<file path="src/rtl/ahbl_pkg.sv">
// rtl/ahbl_pkg.sv - shared AHB-Lite transfer constants and exclusive data-phase kinds
package ahbl_pkg;

    localparam logic [1:0] HTRANS_IDLE   = 2'b00;
    localparam logic [1:0] HTRANS_BUSY   = 2'b01;
    localparam logic [1:0] HTRANS_NONSEQ = 2'b10;
    localparam logic [1:0] HTRANS_SEQ    = 2'b11;

    typedef enum logic [2:0] {
        DP_IDLE,
        DP_NORM,
        DP_XRD,
        DP_XWR_OK,
        DP_XWR_FAIL
    } dp_kind_t;

endpackage

</file>
<file path="src/rtl/ahbl_excl_res_table.sv">
// rtl/ahbl_excl_res_table.sv - per-master reservation slots with clear-over-set priority
module ahbl_excl_res_table #(
    parameter int N_MASTERS = 2,
    parameter int W_SLOT    = 1,
    parameter int W_GRAN    = 29
) (
    input  logic              clk,
    input  logic              rst,
    input  logic [W_SLOT-1:0] i_lk_slot,
    input  logic [W_GRAN-1:0] i_lk_gran,
    output logic              o_lk_hit,
    input  logic              i_set_en,
    input  logic [W_SLOT-1:0] i_set_slot,
    input  logic [W_GRAN-1:0] i_set_gran,
    input  logic              i_gclr_en,
    input  logic [W_GRAN-1:0] i_gclr_gran,
    input  logic              i_sclr_en,
    input  logic [W_SLOT-1:0] i_sclr_slot
);

    logic [N_MASTERS-1:0] r_valid;
    logic [W_GRAN-1:0]    r_addr [N_MASTERS];
    logic [N_MASTERS-1:0] w_nxt_valid;
    logic [W_GRAN-1:0]    w_nxt_addr [N_MASTERS];

    always_comb begin
        o_lk_hit = 1'b0;
        for (int k = 0; k < N_MASTERS; k++) begin
            if (i_lk_slot == W_SLOT'(k))
                o_lk_hit = r_valid[k] && (r_addr[k] == i_lk_gran);
        end
    end

    // The granule clear is judged against the post-set slot contents, so a
    // same-cycle completion and a conflicting write resolve to "cleared".
    always_comb begin
        for (int k = 0; k < N_MASTERS; k++) begin
            logic w_set;
            logic w_gclr;
            w_set          = i_set_en && (i_set_slot == W_SLOT'(k));
            w_nxt_addr[k]  = w_set ? i_set_gran : r_addr[k];
            w_nxt_valid[k] = w_set | r_valid[k];
            w_gclr         = i_gclr_en && (w_nxt_addr[k] == i_gclr_gran);
            if (w_gclr || (i_sclr_en && (i_sclr_slot == W_SLOT'(k))))
                w_nxt_valid[k] = 1'b0;
        end
    end

    always_ff @(posedge clk) begin
        r_addr <= w_nxt_addr;
        if (rst)
            r_valid <= '0;
        else
            r_valid <= w_nxt_valid;
    end

endmodule

</file>
<file path="src/rtl/ahbl_excl_monitor.sv">
// rtl/ahbl_excl_monitor.sv - AHB-Lite exclusive monitor: hexokay generation and failing-write suppression
module ahbl_excl_monitor
    import ahbl_pkg::*;
#(
    parameter int N_MASTERS = 2,
    parameter int W_ADDR    = 32,
    parameter int W_DATA    = 32,
    parameter int GRAN_LOG2 = 3
) (
    input  logic              clk,
    input  logic              rst,
    input  logic              src_hready,
    output logic              src_hready_resp,
    output logic              src_hresp,
    input  logic [W_ADDR-1:0] src_haddr,
    input  logic              src_hwrite,
    input  logic [1:0]        src_htrans,
    input  logic [2:0]        src_hsize,
    input  logic [2:0]        src_hburst,
    input  logic [3:0]        src_hprot,
    input  logic              src_hmastlock,
    input  logic [W_DATA-1:0] src_hwdata,
    output logic [W_DATA-1:0] src_hrdata,
    input  logic              src_hexcl,
    input  logic [7:0]        src_hmaster,
    output logic              src_hexokay,
    output logic              dst_hready,
    input  logic              dst_hready_resp,
    input  logic              dst_hresp,
    output logic [W_ADDR-1:0] dst_haddr,
    output logic              dst_hwrite,
    output logic [1:0]        dst_htrans,
    output logic [2:0]        dst_hsize,
    output logic [2:0]        dst_hburst,
    output logic [3:0]        dst_hprot,
    output logic              dst_hmastlock,
    output logic [W_DATA-1:0] dst_hwdata,
    input  logic [W_DATA-1:0] dst_hrdata
);

    localparam int W_SLOT = (N_MASTERS > 1) ? $clog2(N_MASTERS) : 1;
    localparam int W_GRAN = W_ADDR - GRAN_LOG2;

    logic              w_ap;
    logic              w_slot_ok;
    logic [W_SLOT-1:0] w_slot;
    logic [W_GRAN-1:0] w_gran;
    logic              w_lk_hit;
    dp_kind_t          w_kind;
    logic              w_set_en;
    logic              w_gclr_en;
    logic              w_sclr_en;

    dp_kind_t          r_dp_kind;
    logic [W_SLOT-1:0] r_dp_slot;
    logic [W_GRAN-1:0] r_dp_gran;
    logic              r_dp_slot_ok;

    assign w_ap      = src_htrans[1] & src_hready;
    assign w_slot_ok = src_hmaster < 8'(N_MASTERS);
    assign w_slot    = src_hmaster[W_SLOT-1:0];
    assign w_gran    = src_haddr[W_ADDR-1:GRAN_LOG2];

    always_comb begin
        w_kind = DP_IDLE;
        if (w_ap) begin
            if (!src_hexcl)                  w_kind = DP_NORM;
            else if (!src_hwrite)            w_kind = DP_XRD;
            else if (w_slot_ok && w_lk_hit)  w_kind = DP_XWR_OK;
            else                             w_kind = DP_XWR_FAIL;
        end
    end

    assign dst_hready    = src_hready;
    assign dst_haddr     = src_haddr;
    assign dst_hwrite    = src_hwrite;
    assign dst_htrans    = (w_kind == DP_XWR_FAIL) ? HTRANS_IDLE : src_htrans;
    assign dst_hsize     = src_hsize;
    assign dst_hburst    = src_hburst;
    assign dst_hprot     = src_hprot;
    assign dst_hmastlock = src_hmastlock;
    assign dst_hwdata    = src_hwdata;
    assign src_hrdata    = dst_hrdata;

    always_ff @(posedge clk) begin
        if (rst) begin
            r_dp_kind    <= DP_IDLE;
            r_dp_slot    <= '0;
            r_dp_gran    <= '0;
            r_dp_slot_ok <= 1'b0;
        end else if (src_hready) begin
            r_dp_kind    <= w_kind;
            r_dp_slot    <= w_slot;
            r_dp_gran    <= w_gran;
            r_dp_slot_ok <= w_slot_ok;
        end
    end

    // A failed exclusive write never reached the slave, so its data phase is answered locally.
    always_comb begin
        src_hready_resp = dst_hready_resp;
        src_hresp       = dst_hresp;
        src_hexokay     = ~rst & dst_hready_resp & ~dst_hresp &
                          ((r_dp_kind == DP_XRD) || (r_dp_kind == DP_XWR_OK));
        if (r_dp_kind == DP_XWR_FAIL) begin
            src_hready_resp = 1'b1;
            src_hresp       = 1'b0;
            src_hexokay     = 1'b0;
        end
    end

    assign w_set_en  = (r_dp_kind == DP_XRD) && r_dp_slot_ok && dst_hready_resp && !dst_hresp;
    assign w_gclr_en = w_ap && src_hwrite && ((w_kind == DP_NORM) || (w_kind == DP_XWR_OK));
    assign w_sclr_en = w_slot_ok && ((w_kind == DP_XWR_OK) || (w_kind == DP_XWR_FAIL));

    ahbl_excl_res_table #(
        .N_MASTERS (N_MASTERS),
        .W_SLOT    (W_SLOT),
        .W_GRAN    (W_GRAN)
    ) u_res_table (
        .clk         (clk),
        .rst         (rst),
        .i_lk_slot   (w_slot),
        .i_lk_gran   (w_gran),
        .o_lk_hit    (w_lk_hit),
        .i_set_en    (w_set_en),
        .i_set_slot  (r_dp_slot),
        .i_set_gran  (r_dp_gran),
        .i_gclr_en   (w_gclr_en),
        .i_gclr_gran (w_gran),
        .i_sclr_en   (w_sclr_en),
        .i_sclr_slot (w_slot)
    );

endmodule

</file>
<file path="config.mk">
export PLATFORM = sky130hd
export DESIGN_NAME = ahbl_excl_monitor
export DESIGN_NICKNAME = d
export VERILOG_FILES = /design/src/rtl/ahbl_pkg.sv /design/src/rtl/ahbl_excl_res_table.sv /design/src/rtl/ahbl_excl_monitor.sv
export SDC_FILE = /design/constraint.sdc
export NUM_CORES = 1
export LEC_CHECK = 0
export BUFFER_PORTS_ARGS = -buffer_cell sky130_fd_sc_hd__buf_2
export CAP_MARGIN = 5
export CORE_MARGIN = 4
export CORE_UTILIZATION = 25
export DETAILED_ROUTE_END_ITERATION = 7
export PLACE_DENSITY = 0.51
export SLEW_MARGIN = 0
export SYNTH_ARGS = -nofsm -noshare
export SYNTH_HDL_FRONTEND = slang
export SYNTH_HIERARCHICAL = 1
export SYNTH_SLANG_ARGS = --single-unit
</file>
<file path="constraint.sdc">
create_clock -name clk -period 7 [get_ports clk]
set_clock_uncertainty 0.2 [all_clocks]
set_input_delay 1.75 -clock clk [delete_from_list [all_inputs] [get_ports clk]]
set_output_delay 1.75 -clock clk [all_outputs]
set_load 0.005 [all_outputs]
</file>
==> reports/summary.txt, run 1 <==
Multi-input gate area = 3030 µm²
Top delay family on crit path = simple AND/OR/NAND/NOR gates
Core box area = 23,400 µm²
R2R depth = 11
WP data arrival = 3900 ps
EDFF count, synth = 0
Antenna violations before repair = 0
WL met2 = 7510 µm
CTS Buf Count = 9
Slowest cell delay on critical path = 590 ps
Clock transition at path regs = 70 ps
Worst-skew pair later-pin latency = 350 ps
TritonCTS Sinks = 94
Normalized max-slew margin = 36.4%
DR iter-0 viols = 238
Post-synthesis cell type count = 53
Vias in the first global route = 4,090
DP Wirelength = 12,600 µm
Seq/Total Area, Yosys = 31.8%
Die Span Y = 162 µm
Worst EP required = 5050 ps
Measured slew at the worst slew-check pin = 954 ps
# Post-CTS Setup Buffers = 0
DP Area = 5820 µm²
TritonCTS clock tree = done
Die width = 162 µm
Initial DRT Pass Iterations = 5
Max VDD drop = 95.6 µV
Synth area leader = dfxtp_1
Max Fclk = 0.171 GHz
List of most frequent post-synthesis cells = 112 x buf_4, 94 x dfxtp_1, 90 x nand2_1
Synth Register Bits = 94
Filler cells = 2,591
# diodes = 0
# port buffers = 81
Top-count cell post-synth = buf_4
Synth area leaders = dfxtp_1 32%, buf_4 14%, xnor2_1 8.6%
GRT Overall Usage = 12.3%
Number of setup violations in the final report = 0
Crit-path cells = buf_2 > xor2_1 > nor4_1 > nand4_1 > o41ai_1 > nand3_1 > a21boi_1 > buf_2
Post-synthesis cell count = 681
Peak fanout along the critical path = 8
Gp weighted congestion = 0.804
PD cells = 194 nW/µm²
First-pass GRT wire length = 24,600 µm
Crit. path cell count = 8
Status = finished clean
Largest net degree at the start of global routing = 40
Critical path's slowest cell = o41ai_1
Max_cap viols = 0
Hold Violations, Final = 0
Syn Std Cell Area = 5930 µm²
DR WL/cell = 17.0 µm
Register area = 1880 µm²
Clk root buf = clkbuf_16
Routed Wire Length = 16,500 µm
Share of synthesized flip-flops with an asynchronous set or reset = 0%
Remaining global-route overflow = 0
Io pins = 238
Final Max Slew Viols = 0
Design Power = 1190 µW
Synth Net Count = 805
Syn_area_per_cell = 8.70 µm²
Highest metal used = met4
Design area = 6110 µm²
H-Tree Depth = 3
Final min period = 5850 ps
Starting density of the core = 25.3%
Final Cycle Share = 83.6%
Element type at the critical path start = input port
Met3 wire length = 815 µm
Hold_buf cts = 0
Worst path bufs/invs = 2
Setup TNS = 0 ps
Worst hold path type = register to register
P&R area growth vs syn = 3.19%
Die area = 26,200 µm²
Row Count = 56
Post-route DRC = 0
Main synth FF type = dfxtp_1
Remaining antenna violation count = 0
Synth top area share = 31.8%
Leak = 0.00260 µW
Final nets = 771
RSZ-0062 raised after global routing = no
Kind of critical path = input port to output pin
Count of yosys warnings during synthesis = 6
Bufs on Longest Clock Path = 2
Layout cells sized above 1 = 19.9%
Crit-path most repeated cell = buf_2
WL met1 = 7610 µm
Hold Path Stages = 2
Element type at the critical path end = output pin
Vias/cell = 4.42
Via count = 4,288
Post-CTS Resized = 0
flip-flops by register name, summed over array words and instances (netlist names):
register,cells
r_dp_gran,29
r_dp_slot,1
u_res_table/r_valid,2
r_dp_kind,3
u_res_table/r_addr,58
r_dp_slot_ok,1
placed cells by master (no fill, tap or decap), types with 9 or more instances in the layout:
| cell type | synthesis | final |
|---|---|---|
| nand4_1 | 13 | 13 |
| mux2_2 | 24 | 24 |
| nor4_1 | 20 | 20 |
| o21ai_0 | 16 | 16 |
| xor2_1 | 55 | 55 |
| clkbuf_16 | 0 | 9 |
| nand2_1 | 90 | 90 |
| mux2i_1 | 31 | 31 |
| nand2b_1 | 10 | 10 |
| dfxtp_1 | 94 | 94 |
| inv_1 | 22 | 22 |
| buf_2 | 7 | 81 |
| xnor2_1 | 58 | 58 |
| nor2_1 | 40 | 40 |
cell families (layout without fill, tap and decap cells):
| kind of cell | count (synthesis) | after routing | synth area share, % |
|---|---|---|---|
| and+or+nand+nor | 205 | 205 | 16.7 |
| buffers and inverters | 151 | 122 | 17.2 |
| xor gates and xnor gates | 113 | 113 | 16.7 |
| DFF | 94 | 94 | 31.8 |
| AOI/OAI and AO/OA | 63 | 63 | 7.83 |
| muxes | 55 | 55 | 9.80 |
area by class of cell:
type	count	share of cell area, %
clock buffer	14	4.64
clock inverter	2	0.225
inverter	22	1.35
multi-input combinational	436	49.5
sequential	94	30.8
tap	319	6.53
timing repair buffer	84	7.00
layer usage:
metal  GRT usage [%]  up-vias
met1            16.4     2018
met2            19.6      118
li1                -     2103
met4            4.84        0
met5               0        -
met3            2.54       49
power breakdown:
group | total (µW) | switching, µW | internal, µW
sequential | 559 | 13.3 | 546
combinational | 138 | 81.6 | 56.2
clock | 492 | 212 | 280
total | 1190 | 307 | 882
tightest hold or removal path: stages (launching register included):
cell and delay, ps:
dfxtp_1 310, nand2b_1 60, a21oi_1 50
final timing paths:
check / start / slack [ps] / to
setup reg to reg: u_res_table/r_addr[26]$_DFF_P_ / 3030 / u_res_table/r_valid[0]$_SDFF_PP0_
hold reg to reg: r_dp_slot_ok$_SDFFE_PP0P_ / 270 / r_dp_slot_ok$_SDFFE_PP0P_
hold / removal: r_dp_slot_ok$_SDFFE_PP0P_ / 270 / r_dp_slot_ok$_SDFFE_PP0P_
setup / recovery: src_haddr[29] / 1150 / dst_htrans[0]
stage by stage:
stage / utilization (%) / instances / hold WS (ps) / setup WS (ps)
CTS: 26.1 / 971 / 276 / 1190
global route: 26.1 / 971 / 299 / 980
finish: 26.1 / 971 / 272 / 1150
detailed placement: 24.9 / 955 / 265 / 1200
global placement: 24.9 / 955 / 257 / 1180
floorplan: - / 681 / 241 / 2040
(Power assumes the default switching activity.)
==> run 2: changes to the inputs <==
--- a/config.mk
+++ b/config.mk
@@ -10,7 +10,7 @@
 export CORE_MARGIN = 4
 export CORE_UTILIZATION = 25
 export DETAILED_ROUTE_END_ITERATION = 7
-export PLACE_DENSITY = 0.51
+export PLACE_DENSITY = 0.52
 export SLEW_MARGIN = 0
 export SYNTH_ARGS = -nofsm -noshare
 export SYNTH_HDL_FRONTEND = slang
==> constraint.sdc (replaced) <==
create_clock -name clk -period 4.9 [get_ports clk]
set_clock_uncertainty 0.2 [all_clocks]
set_input_delay 1.225 -clock clk [delete_from_list [all_inputs] [get_ports clk]]
set_output_delay 1.225 -clock clk [all_outputs]
set_load 0.005 [all_outputs]
==> reports/summary.txt, run 2 (synthesized netlist as in run 1, its figures left out) <==
Final Max Slew Viols = 0 (unchanged)
PD cells = 281 nW/µm² (was 194 nW/µm²)
Setup WS pre-CTS = 177 ps (was 1200 ps)
RSZ-0062 raised after global routing = no (unchanged)
Final min period = 4500 ps
Final nets = 781 (was 771)
Max Fclk = 0.222 GHz
Hold_buf cts = 0 (unchanged)
Post-route insts no fill = 981 (was 971)
DR iter-0 viols = 242 (was 238)
Normalized max-slew margin = 38.2% (was 36.4%)
Core box area = 23,400 µm² (unchanged)
Routed Wire Length = 16,900 µm (was 16,500 µm)
Io pins = 238 (unchanged)
Element type at the critical path end = output pin (unchanged)
Commonest non-fill, non-tap cell in the layout = dfxtp_1 (unchanged)
Remaining global-route overflow = 0 (unchanged)
DR WL/cell = 17.3 µm (was 17.0 µm)
Element type at the critical path start = input port (unchanged)
Largest net degree at the start of global routing = 39 (was 40)
Design Power = 1750 µW (was 1190 µW)
Worst path bufs/invs = 2 (unchanged)
Leak = 0.00266 µW (was 0.00260 µW)
Status = finished clean (unchanged)
Die Span Y = 162 µm (unchanged)
Design area = 6210 µm² (was 6110 µm²)
Reg2reg setup slack = 1420 ps (was 3030 ps)
Vias/cell = 4.43 (was 4.42)
Crit-path most repeated cell = buf_2 (unchanged)
Vias in the first global route = 4,321 (was 4,090)
Worst EP required = 3470 ps (was 5050 ps)
Peak fanout along the critical path = 8 (unchanged)
Clock transition at path regs = 60 ps (was 70 ps)
DP Wirelength = 13,000 µm (was 12,600 µm)
Final Cycle Share = 91.9%
Gp weighted congestion = 0.862 (was 0.804)
WP data arrival = 3080 ps (was 3900 ps)
Antenna violations before repair = 0 (unchanged)
Slowest cell delay on critical path = 410 ps (was 590 ps)
CTS Buf Count = 9 (unchanged)
Setup TNS = 0 ps (unchanged)
Max VDD drop = 136 µV (was 95.6 µV)
Most flops, register = u_res_table/r_addr (unchanged)
Top Registers = u_res_table/r_addr x58, r_dp_gran x29, r_dp_kind x3 (unchanged)
TritonCTS clock tree = done (unchanged)
Starting density of the core = 25.3% (unchanged)
Bufs on Longest Clock Path = 2 (unchanged)
Filler cells = 2,559 (was 2,591)
Cells after DPL = 965 (was 955)
Via count = 4,348 (was 4,288)
Worst-skew pair later-pin latency = 360 ps (was 350 ps)
Worst hold path type = register to register (unchanged)
Critical path's slowest cell = nor4_1 (was o41ai_1)
Hold Violations, Final = 0 (unchanged)
Die width = 162 µm (unchanged)
Row Count = 56 (unchanged)
GRT Overall Usage = 12.8% (was 12.3%)
Top delay family on crit path = simple AND/OR/NAND/NOR gates (unchanged)
Number of setup violations in the final report = 0 (unchanged)
Multi-input gate area = 3030 µm² (about the same)
Max_cap viols = 0 (unchanged)
Post-route DRC = 0 (unchanged)
Layout cells sized above 1 = 21.1% (was 19.9%)
Die area = 26,200 µm² (unchanged)
Crit-path cells = buf_2 > xor2_1 > nor4_1 > nand4_1 > o41ai_2 > nand3_1 > a21boi_1 > buf_2 (was buf_2 > xor2_1 > nor4_1 > nand4_1 > o41ai_1 > nand3_1 > a21boi_1 > buf_2)
Largest register FFs = 58 (unchanged)
# port buffers = 81 (unchanged)
Kind of critical path = input port to output pin (unchanged)
Register area = 1880 µm² (unchanged)
Initial DRT Pass Iterations = 4 (was 5)
DP Area = 5890 µm² (was 5820 µm²)
TritonCTS Sinks = 94 (unchanged)
P&R area growth vs syn = 4.84% (was 3.19%)
Final setup margin = 395 ps (was 1150 ps)
First-pass GRT wire length = 25,600 µm (was 24,600 µm)
Clk root buf = clkbuf_16 (unchanged)
Most frequent cells in the layout = 94 x dfxtp_1, 90 x nand2_1, 81 x buf_2, 58 x xnor2_1, 55 x xor2_1 (unchanged)
H-Tree Depth = 3 (unchanged)
Remaining antenna violation count = 0 (unchanged)
Measured slew at the worst slew-check pin = 927 ps (was 954 ps)
# diodes = 0 (unchanged)
==> run 2: layout make-up <==
class | instances | share of cell area [%]
multi-input combinational | 436 | 48.8
clock buffer | 14 | 4.41
timing repair buffer | 94 | 8.10
clock inverter | 2 | 0.624
sequential | 94 | 30.3
inverter | 22 | 1.33
tap | 319 | 6.42
==> run 2: tightest hold or removal path: stages (launching register included) <==
cell	delay, ps
dfxtp_1	310
nand2b_1	60
a21oi_1	50
==> run 2: repair_timing <==
action,CTS,global route
resized for setup,0,1
setup endpoints to repair,0,2
setup buffers,0,0
==> run 2: final timing paths <==
kind                                   from                           endpoint  cells past startpoint
max reg2reg  u_res_table/r_addr[26]$_DFF_P_  u_res_table/r_valid[0]$_SDFF_PP0_                     11
min               r_dp_slot_ok$_SDFFE_PP0P_          r_dp_slot_ok$_SDFFE_PP0P_                      2
max                           src_haddr[29]                      dst_htrans[1]                      8
min reg2reg       r_dp_slot_ok$_SDFFE_PP0P_          r_dp_slot_ok$_SDFFE_PP0P_                      2
==> run 2: metal layers <==
layer | part of all wire, % | wire [µm] | up-vias | global-route usage (%)
li1 | - | - | 2131 | -
met1 | 48 | 8090 | 2041 | 17.2
met2 | 43 | 7260 | 127 | 19.5
met3 | 5.4 | 923 | 49 | 2.79
met4 | 3.9 | 669 | 0 | 6.07
met5 | 0 | 0 | - | 0
==> run 2: through the flow <==
stage | hold slack (ps) | util [%]
6_report | 270 | 26.5
2_1_floorplan | 241 | -
3_5_place_dp | 266 | 25.2
4_1_cts | 276 | 26.5
3_3_place_gp | 255 | 25.2
5_1_grt | 294 | 26.5
==> run 2: power by group <==
group / switching (µW) / internal, µW
Clock: 304 / 439
Combinational: 121 / 83.1
Sequential: 19.0 / 780
Total: 444 / 1300
